<file path="src/rtl/clk_run_ctrl.sv">
// clk_run_ctrl -- run/pause/step/halt and speed controller for the toy MIPS core.
//
// The four board keys are synchronised and debounced. A small FSM turns the
// accepted key presses into run, pause, single-step and speed-change actions.
// Instead of switching the CPU onto a derived clock, the block emits a
// one-cycle clock enable at one of four selectable rates, so the whole core
// stays on the single board clock.
//
// Ports
//   clk      in   1  system clock, rising edge
//   rst      in   1  asynchronous, active-low reset
//   key      in   4  raw keys, active high: [0] run/pause, [1] step,
//                    [2] speed+, [3] speed-
//   halt_req in   1  CPU halt request (level)
//   cpu_en   out  1  registered one-cycle clock enable for the CPU datapath
//   state    out  2  0 PAUSE, 1 RUN, 2 STEP, 3 HALT
//   speed    out  2  current speed level 0..3 (period DIV0..DIV3)
module clk_run_ctrl #(
  parameter int unsigned DB_CYCLES = 4,
  parameter int unsigned DIV0      = 2,
  parameter int unsigned DIV1      = 4,
  parameter int unsigned DIV2      = 8,
  parameter int unsigned DIV3      = 16,
  parameter int unsigned CNT_W     = 32
) (
  input  logic       clk,
  input  logic       rst,
  input  logic [3:0] key,
  input  logic       halt_req,
  output logic       cpu_en,
  output logic [1:0] state,
  output logic [1:0] speed
);

  typedef enum logic [1:0] {
    ST_PAUSE = 2'd0,
    ST_RUN   = 2'd1,
    ST_STEP  = 2'd2,
    ST_HALT  = 2'd3
  } state_t;

  localparam logic [CNT_W-1:0] DB_LAST = CNT_W'(DB_CYCLES - 32'd1);

  logic [3:0]            sync1_r;
  logic [3:0]            sync2_r;
  logic [3:0][CNT_W-1:0] db_cnt_r;
  logic [3:0]            db_r;
  logic [3:0]            db_dly_r;
  logic [3:0]            press_s;
  logic [3:0]            act_s;

  state_t                state_r;
  state_t                state_nxt_s;
  logic [1:0]            speed_r;
  logic [1:0]            speed_nxt_s;
  logic                  speed_chg_s;
  logic [CNT_W-1:0]      div_cnt_r;
  logic [CNT_W-1:0]      div_cnt_nxt_s;
  logic [CNT_W-1:0]      div_last_s;
  logic                  stay_run_s;
  logic                  cpu_en_r;
  logic                  cpu_en_nxt_s;

  // Two-flop synchroniser for the asynchronous board keys.
  always_ff @(posedge clk or negedge rst) begin
    if (!rst) begin
      sync1_r <= 4'b0000;
      sync2_r <= 4'b0000;
    end else begin
      sync1_r <= key;
      sync2_r <= sync1_r;
    end
  end

  // Per-key debounce: a new level is accepted after DB_CYCLES consecutive
  // cycles of disagreement with the currently accepted level.
  always_ff @(posedge clk or negedge rst) begin
    if (!rst) begin
      db_cnt_r <= '0;
      db_r     <= 4'b0000;
      db_dly_r <= 4'b0000;
    end else begin
      db_dly_r <= db_r;
      for (int i = 0; i < 4; i++) begin
        if (sync2_r[i] != db_r[i]) begin
          if (db_cnt_r[i] == DB_LAST) begin
            db_r[i]     <= sync2_r[i];
            db_cnt_r[i] <= '0;
          end else begin
            db_cnt_r[i] <= db_cnt_r[i] + CNT_W'(1);
          end
        end else begin
          db_cnt_r[i] <= '0;
        end
      end
    end
  end

  assign press_s = db_r & ~db_dly_r;

  // Fixed-priority pick of a single press; lower key index wins, others drop.
  always_comb begin
    act_s = 4'b0000;
    if (press_s[0]) begin
      act_s = 4'b0001;
    end else if (press_s[1]) begin
      act_s = 4'b0010;
    end else if (press_s[2]) begin
      act_s = 4'b0100;
    end else if (press_s[3]) begin
      act_s = 4'b1000;
    end else begin
      act_s = 4'b0000;
    end
  end

  // Terminal count of the divider for the current speed.
  always_comb begin
    div_last_s = CNT_W'(DIV3 - 32'd1);
    case (speed_r)
      2'd0:    div_last_s = CNT_W'(DIV0 - 32'd1);
      2'd1:    div_last_s = CNT_W'(DIV1 - 32'd1);
      2'd2:    div_last_s = CNT_W'(DIV2 - 32'd1);
      default: div_last_s = CNT_W'(DIV3 - 32'd1);
    endcase
  end

  // Next state, next speed, divider and clock-enable decisions.
  always_comb begin
    state_nxt_s = state_r;
    speed_nxt_s = speed_r;
    case (state_r)
      ST_PAUSE: begin
        if (halt_req)      state_nxt_s = ST_HALT;
        else if (act_s[0]) state_nxt_s = ST_RUN;
        else if (act_s[1]) state_nxt_s = ST_STEP;
        else               state_nxt_s = ST_PAUSE;
      end
      ST_RUN: begin
        if (halt_req)      state_nxt_s = ST_HALT;
        else if (act_s[0]) state_nxt_s = ST_PAUSE;
        else               state_nxt_s = ST_RUN;
      end
      ST_STEP: begin
        if (halt_req)      state_nxt_s = ST_HALT;
        else               state_nxt_s = ST_PAUSE;
      end
      ST_HALT: begin
        if (act_s[0] && !halt_req) state_nxt_s = ST_PAUSE;
        else                       state_nxt_s = ST_HALT;
      end
      default: state_nxt_s = ST_PAUSE;
    endcase

    // halt_req outranks every key, including the speed keys.
    if (state_r != ST_HALT && !halt_req) begin
      if (act_s[2] && speed_r != 2'd3) begin
        speed_nxt_s = speed_r + 2'd1;
      end else if (act_s[3] && speed_r != 2'd0) begin
        speed_nxt_s = speed_r - 2'd1;
      end else begin
        speed_nxt_s = speed_r;
      end
    end else begin
      speed_nxt_s = speed_r;
    end

    speed_chg_s = (speed_nxt_s != speed_r);
    // A speed change restarts the period, so the divider counts only while
    // RUN continues with an unchanged speed.
    stay_run_s  = (state_r == ST_RUN) && (state_nxt_s == ST_RUN) && !speed_chg_s;

    if (stay_run_s) begin
      if (div_cnt_r == div_last_s) div_cnt_nxt_s = '0;
      else                         div_cnt_nxt_s = div_cnt_r + CNT_W'(1);
    end else begin
      div_cnt_nxt_s = '0;
    end

    cpu_en_nxt_s = (stay_run_s && (div_cnt_r == div_last_s)) ||
                   ((state_r == ST_STEP) && (state_nxt_s == ST_PAUSE));
  end

  // State, speed, divider and enable registers.
  always_ff @(posedge clk or negedge rst) begin
    if (!rst) begin
      state_r   <= ST_PAUSE;
      speed_r   <= 2'd0;
      div_cnt_r <= '0;
      cpu_en_r  <= 1'b0;
    end else begin
      state_r   <= state_nxt_s;
      speed_r   <= speed_nxt_s;
      div_cnt_r <= div_cnt_nxt_s;
      cpu_en_r  <= cpu_en_nxt_s;
    end
  end

  assign state  = state_r;
  assign speed  = speed_r;
  assign cpu_en = cpu_en_r;

endmodule

</file>
<file path="config.mk">
export PLATFORM = sky130hd
export DESIGN_NAME = clk_run_ctrl
export DESIGN_NICKNAME = d
export VERILOG_FILES = /design/src/rtl/clk_run_ctrl.sv
export SDC_FILE = /design/constraint.sdc
export NUM_CORES = 1
export LEC_CHECK = 0
export CORE_MARGIN = 2
export CORE_UTILIZATION = 60
export DETAILED_ROUTE_END_ITERATION = 16
export PLACE_DENSITY_LB_ADDON = 0.3
export SLEW_MARGIN = 30
export SYNTH_ARGS = -nofsm -noshare
export SYNTH_HDL_FRONTEND = slang
export SYNTH_SLANG_ARGS = --single-unit
</file>
<file path="constraint.sdc">
create_clock -name clk -period 2.4 [get_ports clk]
set_input_delay 0.36 -clock clk [delete_from_list [all_inputs] [get_ports clk]]
set_output_delay 0.36 -clock clk [all_outputs]
set_load 0.03 [all_outputs]
</file>
==> reports/results.ini <==
[final_layout]
nets = 1016
final_cells = 1224
seqCellArea_um2 = 4530
utilization_pct = 68.1
fillers = 1189
area_growth_pct = 10.2
drive_gt1_share_pct = 7.80
multi_input_area_um2 = 4620
n_antenna_cell = 0

[logic_synthesis]
yosysSeqAreaShare_pct = 47.9
synth_edf_count = 0
synth_top_area_share_pct = 47.9
synth_nets = 1007
syn_area_um2 = 9460
synthCells = 991
synth_common_cells = 181 x dfrtp_1, 76 x a21oi_1, 72 x nor2_1
synthFlopType = dfrtp_1
synth_cell_type_count = 50
ys_seq_elements = 181
ys_async_sr_fraction_pct = 100
syn-mean-instance-area_um2 = 9.55
yosysMostFrequentCell = dfrtp_1
synth_top_cells_by_area = dfrtp_1 48%, or4_1 4.2%, a21oi_1 4.0%
yosysTopAreaCell = dfrtp_1
yosysWarningCount = 0

[grt]
grt_usage_pct = 24.9
grt_max_degree = 66
antenna_found_initial = 0
grt_first_pass_wirelength_um = 34200
first_global_vias = 7417
gr-total-overflow = 0

[floorplanning]
die_y_um = 130
die-area_um2 = 16800
fp-row-count = 45
floorplan.initialDensity_pct = 61.8
num_io_pins = 12
coreArea_um2 = 15300
die_x_um = 130

[sta]
hold_viol_final = 0
worst_slack_ns = 0.147
period_needed_ns = 2.25
rsz0062_at_grt = false
worst_slew_pin_slew_ns = 0.651
setup_violations = 0
skew_ns = 0.00750
fin_crit_sh_pct = 93.9
hold_ws_ns = 0.356
slew_violations = 0
tns_ns = 0
maxSlewHeadroom_pct = 56.2
fmax_mhz = 444

[drt]
vias = 7768
met2_length_um = 9310
dr.pass1.iters = 5
wl_met3_um = 632
antenna_left = 0
drt_wl_total_um = 19500
drtIter0Drc = 519
met1Wirelength_um = 9320
highest_layer = met4
drc_errors = 0
detail_route.wl_per_cell_um = 15.9
drt-vias-per-instance = 6.35

[cts]
cts_buffers = 17
clock-sinks = 181
cts.reportedPaths.clkPinSlew_ns = 0.07
cts_tree = yes
clock_latency_ns = 0.43
cts-htree-levels = 4
post_cts_buffers = 0
cts_max_path_buffers = 2
cts.root.buffer_cell = clkbuf_16

[place]
pre_cts_slack_ns = 0.167
dp_hpwl_um = 12700
port_buffers = 11
dpl.cell_count = 1191
gp_congestion = 0.842

[power]
leakage_nw = 3.88
ir_worst_vdd_v = 0.000647
power.density_nw_per_um2 = 718

[run]
drv_cap = 0

[setup_path]
cp.arrival_ns = 2.55
cp_cell_sequence = inv_1 -> ha_1 -> or3b_2 -> mux2i_1 -> a21bo_2 -> buf_4 -> a211oi_1
max_stage_delay_ns = 0.43
cp_max_fo = 12
cpMaxStageDelayCell = or3b_2
end_kind = register
startpoint_type = register
cp.required_ns = 2.70
critPathKind = register to register

[worst_hold_path]
hold_class = register to register

[run_status]
status = finished, final reports clean

[layout by cell type (no fill, tap or decap), types with 3 or more instances in the layout]
cell / n
or4_1: 52
o21ai_2: 4
clkbuf_16: 17
nand4_1: 50
mux2_2: 4
ha_1: 9
clkinvlp_4: 4
nor4_1: 45
nand3_1: 45
nor3_1: 29
nor4b_1: 6
inv_1: 28
or2_2: 3
xor2_1: 27
o31ai_1: 46
and2_1: 5
o21ai_0: 41
clkdlybuf4s50_1: 10
a21oi_1: 76
nand2_1: 56
nor2_1: 72
a211oi_1: 11
buf_4: 25
or4_4: 4
clkbuf_1: 6
mux2i_1: 5
nor2b_1: 5
or3_1: 43
or4b_1: 3
and4_1: 22
and3_1: 10
xnor2_1: 39
a211oi_2: 3
clkbuf_8: 4
dfrtp_1: 181
[metrics by stage]
step / power, mW / cell area, µm²
3_3_place_gp: 4.84 / 9860
3_5_place_dp: 4.86 / 9860
2_1_floorplan: 4.38 / 9460
4_1_cts: 7.53 / 10400
5_1_grt: 7.85 / 10400
6_report: 7.49 / 10400
[timing repair]
item	4_1_cts	5_1_grt
hold endpoints to repair	53	0
hold buffers	1	0
gates resized for setup	0	1
endpoints found under the setup margin	0	1
[path summary, 6_finish.rpt]
kind | from | endpoint | slack, ns | cells after the start
worst max-delay path | speed[0] | div_cnt_r[24] | 0.15 | 7
worst min-delay path | sync1_r[0] | sync2_r[0] | 0.36 | 0
worst max register to register | speed[0] | div_cnt_r[24] | 0.15 | 7
worst min register to register | sync1_r[0] | sync2_r[0] | 0.36 | 0
max in group asynchronous | rst | db_cnt_r[43] | 1.24 | 3
min in group asynchronous | rst | div_cnt_r[23] | 0.46 | 2
[report_power, final]
part | switching [mW] | internal, mW | total [mW]
Combinational | 0.899 | 0.478 | 1.38
Sequential | 0.207 | 3.24 | 3.44
Clock | 1.15 | 1.52 | 2.67
Total | 2.25 | 5.23 | 7.49
[state kept, by name (all words and copies together) (netlist names)]
| signal | count |
|---|---|
| db_cnt_r | 128 |
| sync2_r | 4 |
| div_cnt_r | 32 |
| db_dly_r | 4 |
| state | 2 |
| db_r | 4 |
| sync1_r | 4 |
| speed | 2 |
| cpu_en | 1 |
[final cells by class]
| type | instances | share of cell area [%] |
|---|---|---|
| timing repair buffer | 39 | 3.37 |
| inverter | 28 | 1.01 |
| clock inverter | 6 | 0.660 |
| multi-input combinational | 733 | 44.3 |
| tap | 211 | 2.53 |
| sequential | 181 | 43.4 |
| clock buffer | 26 | 4.69 |
[critical path, delay by kind of cell (launching register included)]
family                   cells  cell delay [ns]
AO/OA/AOI/OAI                2             0.46
AND/OR/NAND/NOR              1             0.43
flip-flops                   1             0.42
buffers and inverters        2             0.36
multiplexers                 1             0.26
adder cells (fa/ha/maj)      1             0.20
[metal layers]
layer | GRT usage, % | vias to the layer above
li1 | - | 3767
met1 | 34.8 | 3847
met2 | 39.8 | 133
met3 | 4.75 | 21
met4 | 7.59 | 0
met5 | 0 | -
[kinds of logic after synthesis]
logic type	count (synthesis)	share of synthesized area [%]
multiplexers	9	1.00
XOR/XNOR	66	6.11
buffers and inverters	77	3.49
AND/OR/NAND/NOR	458	28.0
adder cells (fa/ha/maj)	9	1.19
flip-flops	181	47.9
AO/OA/AOI/OAI	191	12.3
Power figures use the tool's default switching activity.
